`src/rtl/gcd_req_ctrl.sv`:
```
// -----------------------------------------------------------------------------
// gcd_req_ctrl
//
// Initiator-side controller for a GCD core. An operand pair arrives on a
// valid/ready input. It is either answered directly (either operand zero) or
// handed to the core with a single-cycle start pulse. The controller then
// waits for the core's done, guarded by a watchdog. The result leaves on a
// valid/ready output together with an error flag that marks a timeout.
//
// Optional build macro: GCD_STATS_EN adds the statistics outputs
// stat_ops, stat_err and stat_last_lat.
//
// Parameters:
//   OP_SZ        operand / result width
//   TIMEOUT_CYC  maximum WAIT cycles before a timeout result (>= 2)
//   TO_W         watchdog counter width (2**TO_W > TIMEOUT_CYC)
//
// Ports:
//   clk, rst           rising-edge clock, asynchronous active-low reset
//   in_valid/in_ready  operand handshake; in_a, in_b operands
//   core_a, core_b     operands presented to the core (stable while busy)
//   core_start         one-cycle start pulse to the core
//   core_done/core_res completion level and result from the core
//   out_valid/out_ready result handshake; out_res result, out_err timeout flag
//   stat_ops, stat_err, stat_last_lat (GCD_STATS_EN only)
//                      completed results, timeouts and last WAIT cycle count
// -----------------------------------------------------------------------------
module gcd_req_ctrl #(
  parameter int OP_SZ       = 8,
  parameter int TIMEOUT_CYC = 1024,
  parameter int TO_W        = 11
) (
  input  logic             clk,
  input  logic             rst,
  input  logic             in_valid,
  output logic             in_ready,
  input  logic [OP_SZ-1:0] in_a,
  input  logic [OP_SZ-1:0] in_b,
  output logic [OP_SZ-1:0] core_a,
  output logic [OP_SZ-1:0] core_b,
  output logic             core_start,
  input  logic             core_done,
  input  logic [OP_SZ-1:0] core_res,
  output logic             out_valid,
  input  logic             out_ready,
  output logic [OP_SZ-1:0] out_res,
  output logic             out_err
`ifdef GCD_STATS_EN
  ,
  output logic [15:0]      stat_ops,
  output logic [7:0]       stat_err,
  output logic [TO_W-1:0]  stat_last_lat
`endif
);

  typedef enum logic [1:0] {
    ST_IDLE  = 2'd0,
    ST_ISSUE = 2'd1,
    ST_WAIT  = 2'd2,
    ST_RESP  = 2'd3
  } state_t;

  // Last counter value that may still be reached without declaring a timeout.
  localparam logic [TO_W-1:0] TO_LAST = TO_W'(TIMEOUT_CYC - 1);
  localparam logic [TO_W-1:0] TO_FULL = TO_W'(TIMEOUT_CYC);

  state_t           state_r;
  state_t           state_nx_s;
  logic             in_ready_r;
  logic             core_start_r;
  logic             out_valid_r;
  logic [OP_SZ-1:0] op_a_r;
  logic [OP_SZ-1:0] op_b_r;
  logic [OP_SZ-1:0] res_r;
  logic             err_r;
  logic [TO_W-1:0]  cnt_r;

  logic             accept_s;
  logic             bypass_s;
  logic             done_hit_s;
  logic             to_hit_s;
  logic             resp_hs_s;

  // Next-state decode and the one-cycle event strobes used by the datapath.
  always_comb begin
    state_nx_s = state_r;
    accept_s   = 1'b0;
    bypass_s   = 1'b0;
    done_hit_s = 1'b0;
    to_hit_s   = 1'b0;
    resp_hs_s  = 1'b0;
    case (state_r)
      ST_IDLE: begin
        // in_ready_r is only high in IDLE, but gating on it keeps the
        // first cycle after reset release consistent with the port.
        if (in_valid && in_ready_r) begin
          accept_s = 1'b1;
          if ((in_a == {OP_SZ{1'b0}}) || (in_b == {OP_SZ{1'b0}})) begin
            bypass_s   = 1'b1;
            state_nx_s = ST_RESP;
          end else begin
            state_nx_s = ST_ISSUE;
          end
        end else begin
          state_nx_s = ST_IDLE;
        end
      end
      ST_ISSUE: begin
        // core_done is not looked at here: the core may still show the
        // previous operation's level during the start cycle.
        state_nx_s = ST_WAIT;
      end
      ST_WAIT: begin
        // done takes priority over a watchdog expiry in the same cycle.
        if (core_done) begin
          done_hit_s = 1'b1;
          state_nx_s = ST_RESP;
        end else if (cnt_r == TO_LAST) begin
          to_hit_s   = 1'b1;
          state_nx_s = ST_RESP;
        end else begin
          state_nx_s = ST_WAIT;
        end
      end
      ST_RESP: begin
        if (out_valid_r && out_ready) begin
          resp_hs_s  = 1'b1;
          state_nx_s = ST_IDLE;
        end else begin
          state_nx_s = ST_RESP;
        end
      end
      default: begin
        state_nx_s = ST_IDLE;
      end
    endcase
  end

  // State register plus handshake/strobe outputs registered from the next state.
  always_ff @(posedge clk or negedge rst) begin
    if (!rst) begin
      state_r      <= ST_IDLE;
      in_ready_r   <= 1'b0;
      core_start_r <= 1'b0;
      out_valid_r  <= 1'b0;
    end else begin
      state_r      <= state_nx_s;
      in_ready_r   <= (state_nx_s == ST_IDLE);
      core_start_r <= (state_nx_s == ST_ISSUE);
      out_valid_r  <= (state_nx_s == ST_RESP);
    end
  end

  // Operand registers feeding the core; loaded only on acceptance.
  always_ff @(posedge clk or negedge rst) begin
    if (!rst) begin
      op_a_r <= {OP_SZ{1'b0}};
      op_b_r <= {OP_SZ{1'b0}};
    end else if (accept_s) begin
      op_a_r <= in_a;
      op_b_r <= in_b;
    end
  end

  // Result and error flag; held untouched for the whole RESP phase.
  always_ff @(posedge clk or negedge rst) begin
    if (!rst) begin
      res_r <= {OP_SZ{1'b0}};
      err_r <= 1'b0;
    end else if (bypass_s) begin
      // gcd(x,0) = x and gcd(0,0) = 0, so OR-ing the operands is exact.
      res_r <= in_a | in_b;
      err_r <= 1'b0;
    end else if (done_hit_s) begin
      res_r <= core_res;
      err_r <= 1'b0;
    end else if (to_hit_s) begin
      res_r <= {OP_SZ{1'b0}};
      err_r <= 1'b1;
    end
  end

  // Watchdog counter: cleared during the start cycle, counts WAIT cycles without done.
  always_ff @(posedge clk or negedge rst) begin
    if (!rst) begin
      cnt_r <= {TO_W{1'b0}};
    end else if (state_r == ST_ISSUE) begin
      cnt_r <= {TO_W{1'b0}};
    end else if ((state_r == ST_WAIT) && !done_hit_s && !to_hit_s) begin
      cnt_r <= cnt_r + TO_W'(1);
    end
  end

`ifdef GCD_STATS_EN
  logic [15:0]     stat_ops_r;
  logic [7:0]      stat_err_r;
  logic [TO_W-1:0] stat_lat_r;

  // Saturating counters of delivered results and of timeouts.
  always_ff @(posedge clk or negedge rst) begin
    if (!rst) begin
      stat_ops_r <= 16'd0;
      stat_err_r <= 8'd0;
    end else begin
      if (resp_hs_s && (stat_ops_r != 16'hFFFF)) begin
        stat_ops_r <= stat_ops_r + 16'd1;
      end
      if (to_hit_s && (stat_err_r != 8'hFF)) begin
        stat_err_r <= stat_err_r + 8'd1;
      end
    end
  end

  // WAIT cycles spent by the most recent operation (the current cycle included).
  always_ff @(posedge clk or negedge rst) begin
    if (!rst) begin
      stat_lat_r <= {TO_W{1'b0}};
    end else if (bypass_s) begin
      stat_lat_r <= {TO_W{1'b0}};
    end else if (done_hit_s) begin
      stat_lat_r <= cnt_r + TO_W'(1);
    end else if (to_hit_s) begin
      stat_lat_r <= TO_FULL;
    end
  end

  assign stat_ops      = stat_ops_r;
  assign stat_err      = stat_err_r;
  assign stat_last_lat = stat_lat_r;
`else
  // Without statistics the handshake strobe and full-count constant have no consumer.
  logic unused_s;
  assign unused_s = resp_hs_s ^ (^TO_FULL);
`endif

  assign in_ready   = in_ready_r;
  assign core_start = core_start_r;
  assign core_a     = op_a_r;
  assign core_b     = op_b_r;
  assign out_valid  = out_valid_r;
  assign out_res    = res_r;
  assign out_err    = err_r;

endmodule

```
`config.mk`:
```
export PLATFORM = sky130hd
export DESIGN_NAME = gcd_req_ctrl
export DESIGN_NICKNAME = d
export VERILOG_FILES = /design/src/rtl/gcd_req_ctrl.sv
export SDC_FILE = /design/constraint.sdc
export NUM_CORES = 1
export LEC_CHECK = 0
export ABC_AREA = 1
export CAP_MARGIN = 20
export CORE_ASPECT_RATIO = 0.9
export CORE_MARGIN = 3
export CORE_UTILIZATION = 48
export CTS_CLUSTER_SIZE = 10
export DETAILED_ROUTE_END_ITERATION = 16
export PLACE_DENSITY_LB_ADDON = 0.12
export SLEW_MARGIN = 20
export SYNTH_ARGS = -nofsm -noshare
export SYNTH_HDL_FRONTEND = slang
export SYNTH_SLANG_ARGS = --single-unit
```
`constraint.sdc`:
```
create_clock -name clk -period 2 [get_ports clk]
set_input_delay 0.6 -clock clk [delete_from_list [all_inputs] [get_ports clk]]
set_output_delay 0.6 -clock clk [all_outputs]
set_load 0.01 [all_outputs]
```
Yosys cells after proc, flatten, opt, wreduce, memory -nomap -nowiden
Cells that the tools add are included.
- flip-flop bits (word level): 41
- latch bits: 0
- bits in writable memories: 0
- bits in read-only memories: 0
- word-level logic and storage cells: 54
- memories: 0
- add/sub/neg operators: 1
- $mul: 0
- div/mod/pow operators: 0
- order comparisons: 0
- equal/unequal tests: 6
- shifts and indexed selects: 0
- mux-type cells: 24
- bitwise gates (word level): 1
- reduce and logical (&&, ||, !) cells: 13
- operators with widths (cell ; number):
    $mux W8 ; 3
    $mux W11 ; 2
    $logic_not A8 Y1 ; 2
    $mux W1 ; 15
    $add A11 B1 Y11 const B ; 1
    $eq A11 B10 Y1 const B ; 1
    $or A8 B8 Y8 ; 1
    $pmux W2 S4 ; 1
    $eq A2 B2 Y1 const B ; 3
    $mux W2 ; 3
    $eq A2 B1 Y1 const B ; 2
    $logic_and A1 B1 Y1 ; 4
    $logic_not A2 Y1 ; 2
    $reduce_bool A3 Y1 ; 1
    $logic_not A1 Y1 ; 2
    $reduce_bool A2 Y1 ; 1
    $logic_or A1 B1 Y1 ; 1

Logic depth before layout (Yosys ltp)
- word-level depth: 8
- gate-level depth with buffers: 10
- mapped depth without buffers: 9

Worst setup path after synthesis
Ideal clock, no wire load.
- path kind: input to register
- start: in in_b[1]
- end: reg res_r[4], in the netlist out_res[4]
- setup time: 0.121 ns
- arrival: 1.426 ns
- required time: 1.879 ns
- slack: 0.453 ns
- stages: 9
- path buffers: 1
- cells stage by stage: inv_1 > nand2_1 > nor2_1 > nand2_1 > nand2_2 > nand2_1 > buf_2 > nand4_1 > nand2_1
- word-level cells in the longest chain between the ends: 6
- ends and longest elaborated chain (what ; line ; RTL):
    start, declared ; 38 ; input logic [OP_SZ-1:0] in_b,
    $logic_not A8 Y1 * ; 98 ; if ((in_a == {OP_SZ{1'b0}}) || (in_b == {OP_SZ{1'b0}})) begin
    $logic_or A1 B1 Y1 * ; 98 ;
    $mux W1 * ; 98 ;
    $mux W1 * ; 96 ; if (in_valid && in_ready_r) begin
    $mux W1 * ; 92 ; case (state_r)
    $reduce_bool A3 Y1 (no line) or $mux W8 (tied branches) ; n/a ;
    end signal, assigned ; 168 ; res_r <= {OP_SZ{1'b0}};
    end signal, assigned ; 172 ; res_r <= in_a | in_b;
    end signal, assigned ; 175 ; res_r <= core_res;
    end, declared ; 74 ; logic [OP_SZ-1:0] res_r;
Every way passes the cells marked *; elsewhere a longest branch is shown, timed or not.
A chain may end at the register's enable or synchronous reset.

Final worst setup path
- start: reg op_b_r[5], in the netlist core_b[5]
- end: out core_b[5]
- RTL lines (what ; line ; RTL):
    start, declared ; 73 ; logic [OP_SZ-1:0] op_b_r;
    start signal, assigned ; 158 ; op_b_r <= {OP_SZ{1'b0}};
    start signal, assigned ; 161 ; op_b_r <= in_b;
    end, declared ; 40 ; output logic [OP_SZ-1:0] core_b,
No word-level cell between the ends.

==> results.py <==
metrics = {
    "yosys": {
        "yosysSeqAreaShare_pct": 48.96,
        "syn_inst": 267,
        "synth_cell_type_count": 31,
        "ys_top_cells_by_area": "dfrtp_1 (49%), nand2_1 (17%), nor2_1 (5.9%)",
        "syn_area_um2": 2096,
        "yosys_warnings": 0,
        "syn_nets": 297,
        "synth_top_area_share_pct": 48.96,
        "ys_ff_latch": 41,
        "syn_area_per_cell_um2": 7.849,
        "synth_top_cell_by_area": "dfrtp_1",
    },
    "setup_path": {
        "timing.rr.end": "out_res[3]",
        "crit_fanout": 2,
        "worstSetupEndpointType": "primary output",
        "crit_arrival_ns": 1.24,
        "path_class": "flop to primary output",
        "cp_cell_sequence": "clkdlybuf4s50_1",
        "worst-path-buf-inv": 1,
        "worst_path_largest_cell_delay_ns": 0.55,
        "cp_slowest_cell": "clkdlybuf4s50_1",
        "r2r_cells": 6,
        "r2r_slack_ns": 0.41,
        "critical_path.top_delay_family": "buffers and inverters",
        "cp-start-kind": "flop",
        "r2r-start": "cnt_r[1]",
        "cp.required_ns": 1.40,
    },
    "placed_design": {
        "port_buffers": 56,
        "place_hpwl_mm": 3.734,
        "pre_cts_ws_ns": 0.02306,
        "gp_congestion": 0.8835,
    },
    "floorplanning": {
        "coreArea_um2": 4129,
        "die_area_um2": 5196,
        "rows": 22,
        "die_w_um": 75.65,
        "io_pins": 57,
        "die_y_um": 68.69,
        "start_util_pct": 50.76,
    },
    "grt": {
        "grt_pass1_vias": 1858,
        "grt_overflow_total": 0,
        "grt_first_pass_wirelength_mm": 8.404,
        "grt_usage_pct": 21.63,
        "grt_max_degree": 23,
        "antenna_found_initial": 0,
    },
    "timing": {
        "period_share_pct": 92.16,
        "fin_skew_ns": 0.01017,
        "setup_tns_ns": 0,
        "slew_headroom_pct": 68.82,
        "drv_slew": 0,
        "max_freq_mhz": 542.5,
        "setup_viol": 0,
        "tightest_slew_ns": 0.4677,
        "layout_setup_ws_ns": 0.1568,
        "grt_setup_unrepaired": "false",
        "hold_violations": 0,
        "period_needed_ns": 1.843,
    },
    "finish": {
        "fin_nets": 366,
        "layout-drive-gt1-share_pct": 12.17,
        "final_common_cell": "nand2_1",
        "utilization_pct": 69.70,
        "layout_common_cells": "nand2_1 (95), clkdlybuf4s50_1 (55), dfrtp_1 (41), nor2_1 (33), inv_1 (23)",
        "syn_to_final_growth_pct": 37.31,
        "n_fill_cell": 335,
        "diodes": 0,
    },
    "cts": {
        "clk_path_buf_depth": 2,
        "clk_latency_ns": 0.30,
        "cts_made_buffers": 5,
        "ctsHoldBuffers": 0,
        "cts_tree": "built",
        "cts.sinks": 41,
        "clkTransAtPathRegs_ns": 0.09,
        "htreeDepth": 2,
        "cts-root-buf": "clkbuf_8",
        "post-cts-setup-buffers": 0,
        "post_cts_resized": 0,
    },
    "pwr": {
        "leakage_uw": 0.001438,
        "powerDensity_nw_per_um2": 1239,
        "vdd_drop_max_mv": 0.6913,
    },
    "route": {
        "drt-initial-drc-count": 83,
        "drtPass1Iterations": 4,
        "via_per_inst": 4.945,
        "wl_mm": 4.921,
        "drc": 0,
        "wire_per_inst_um": 12.78,
        "vias": 1904,
        "ant_nets": 0,
    },
    "job": {
        "maxCapViolations": 0,
    },
    "run_status": {
        "outcome": "complete, no violations",
    },
    "min_path": {
        "hp-class": "input pin to asynchronous set/reset pin",
    },
}
cell usage after synthesis (all sizes together):
master,count
a21o,1
a21oi,3
a22oi,3
and2,1
buf,5
clkbuf,2
dfrtp,41
ha,1
inv,28
nand2,99
nand3,16
nand3b,1
nand4,10
nor2,36
nor3,1
nor4,1
o211ai,1
o21ai,12
o21bai,1
xor2,4
kinds of logic after synthesis:
group,after synthesis,synth area share (%)
adder cells (fa/ha/maj),1,0.5969
flip-flops,41,48.96
AO/OA/AOI/OAI,21,6.627
XOR/XNOR,4,1.671
buffers and inverters,35,7.283
AND/OR/NAND/NOR,165,34.87
worst reg2reg max path: cells and delay by family (launching register included):
family	cells	cell delay, ns
buf+inv	1	0.06
flops	1	0.42
fa+ha+maj	1	0.25
simple gates	4	0.75
metal layers:
metal | vias up | global-route usage, % | wire, um
met1 | 871 | 29.25 | 2288
met3 | 6 | 5.507 | 273
li1 | 980 | - | -
met5 | - | 0 | 0
met4 | 0 | 6.769 | 53
met2 | 47 | 34.05 | 2305
power breakdown:
part	leakage (uW)	internal [uW]	switching [uW]
Combinational	0.000871	799	805
Sequential	0.000523	1170	247
Clock	0.0000439	241	302
cell type report:
type | count | area (um2) | share of cell area [%]
Sequential cell | 41 | 1026 | 35.65
Multi-Input combinational cell | 191 | 917.1 | 31.87
Timing Repair Buffer | 69 | 678.2 | 23.57
Inverter | 28 | 110.1 | 3.826
Clock buffer | 5 | 68.82 | 2.391
Tap cell | 48 | 60.06 | 2.087
Clock inverter | 3 | 17.52 | 0.6087
state kept, by name (all words and copies together), names as in the netlist:
| register | flops |
|---|---|
| core_b | 8 |
| in_ready | 1 |
| core_a | 8 |
| state_r | 2 |
| core_start | 1 |
| out_err | 1 |
| cnt_r | 11 |
| out_valid | 1 |
| out_res | 8 |
how the worst max path moves through the flow:
| stage | to | slack, ns | cells after the start | from |
|---|---|---|---|---|
| after floorplan | out_res[4] | 0.45 | 9 | in_b[1] |
| after global placement | out_res[3] | 0.07 | 9 | in_valid |
| after detailed placement | out_res[6] | 0.02 | 9 | in_valid |
| after CTS | core_a[3] | 0.16 | 1 | core_a[3] |
| after global routing | core_a[3] | 0.12 | 1 | core_a[3] |
| final | core_b[5] | 0.16 | 1 | core_b[5] |
through the flow:
step / hold WS (ns) / cell area [um2] / power, uW / std cells
3_3_place_gp: 0.4545 / 2791 / 3011 / 377
4_1_cts: 0.2537 / 2878 / 3600 / 385
5_1_grt: 0.2769 / 2878 / 3856 / 385
3_5_place_dp: 0.4628 / 2791 / 3040 / 377
6_report: 0.2395 / 2878 / 3567 / 385
2_1_floorplan: 0.3044 / 2096 / 2270 / 267
No activity file was read; power rests on OpenSTA's default activity.
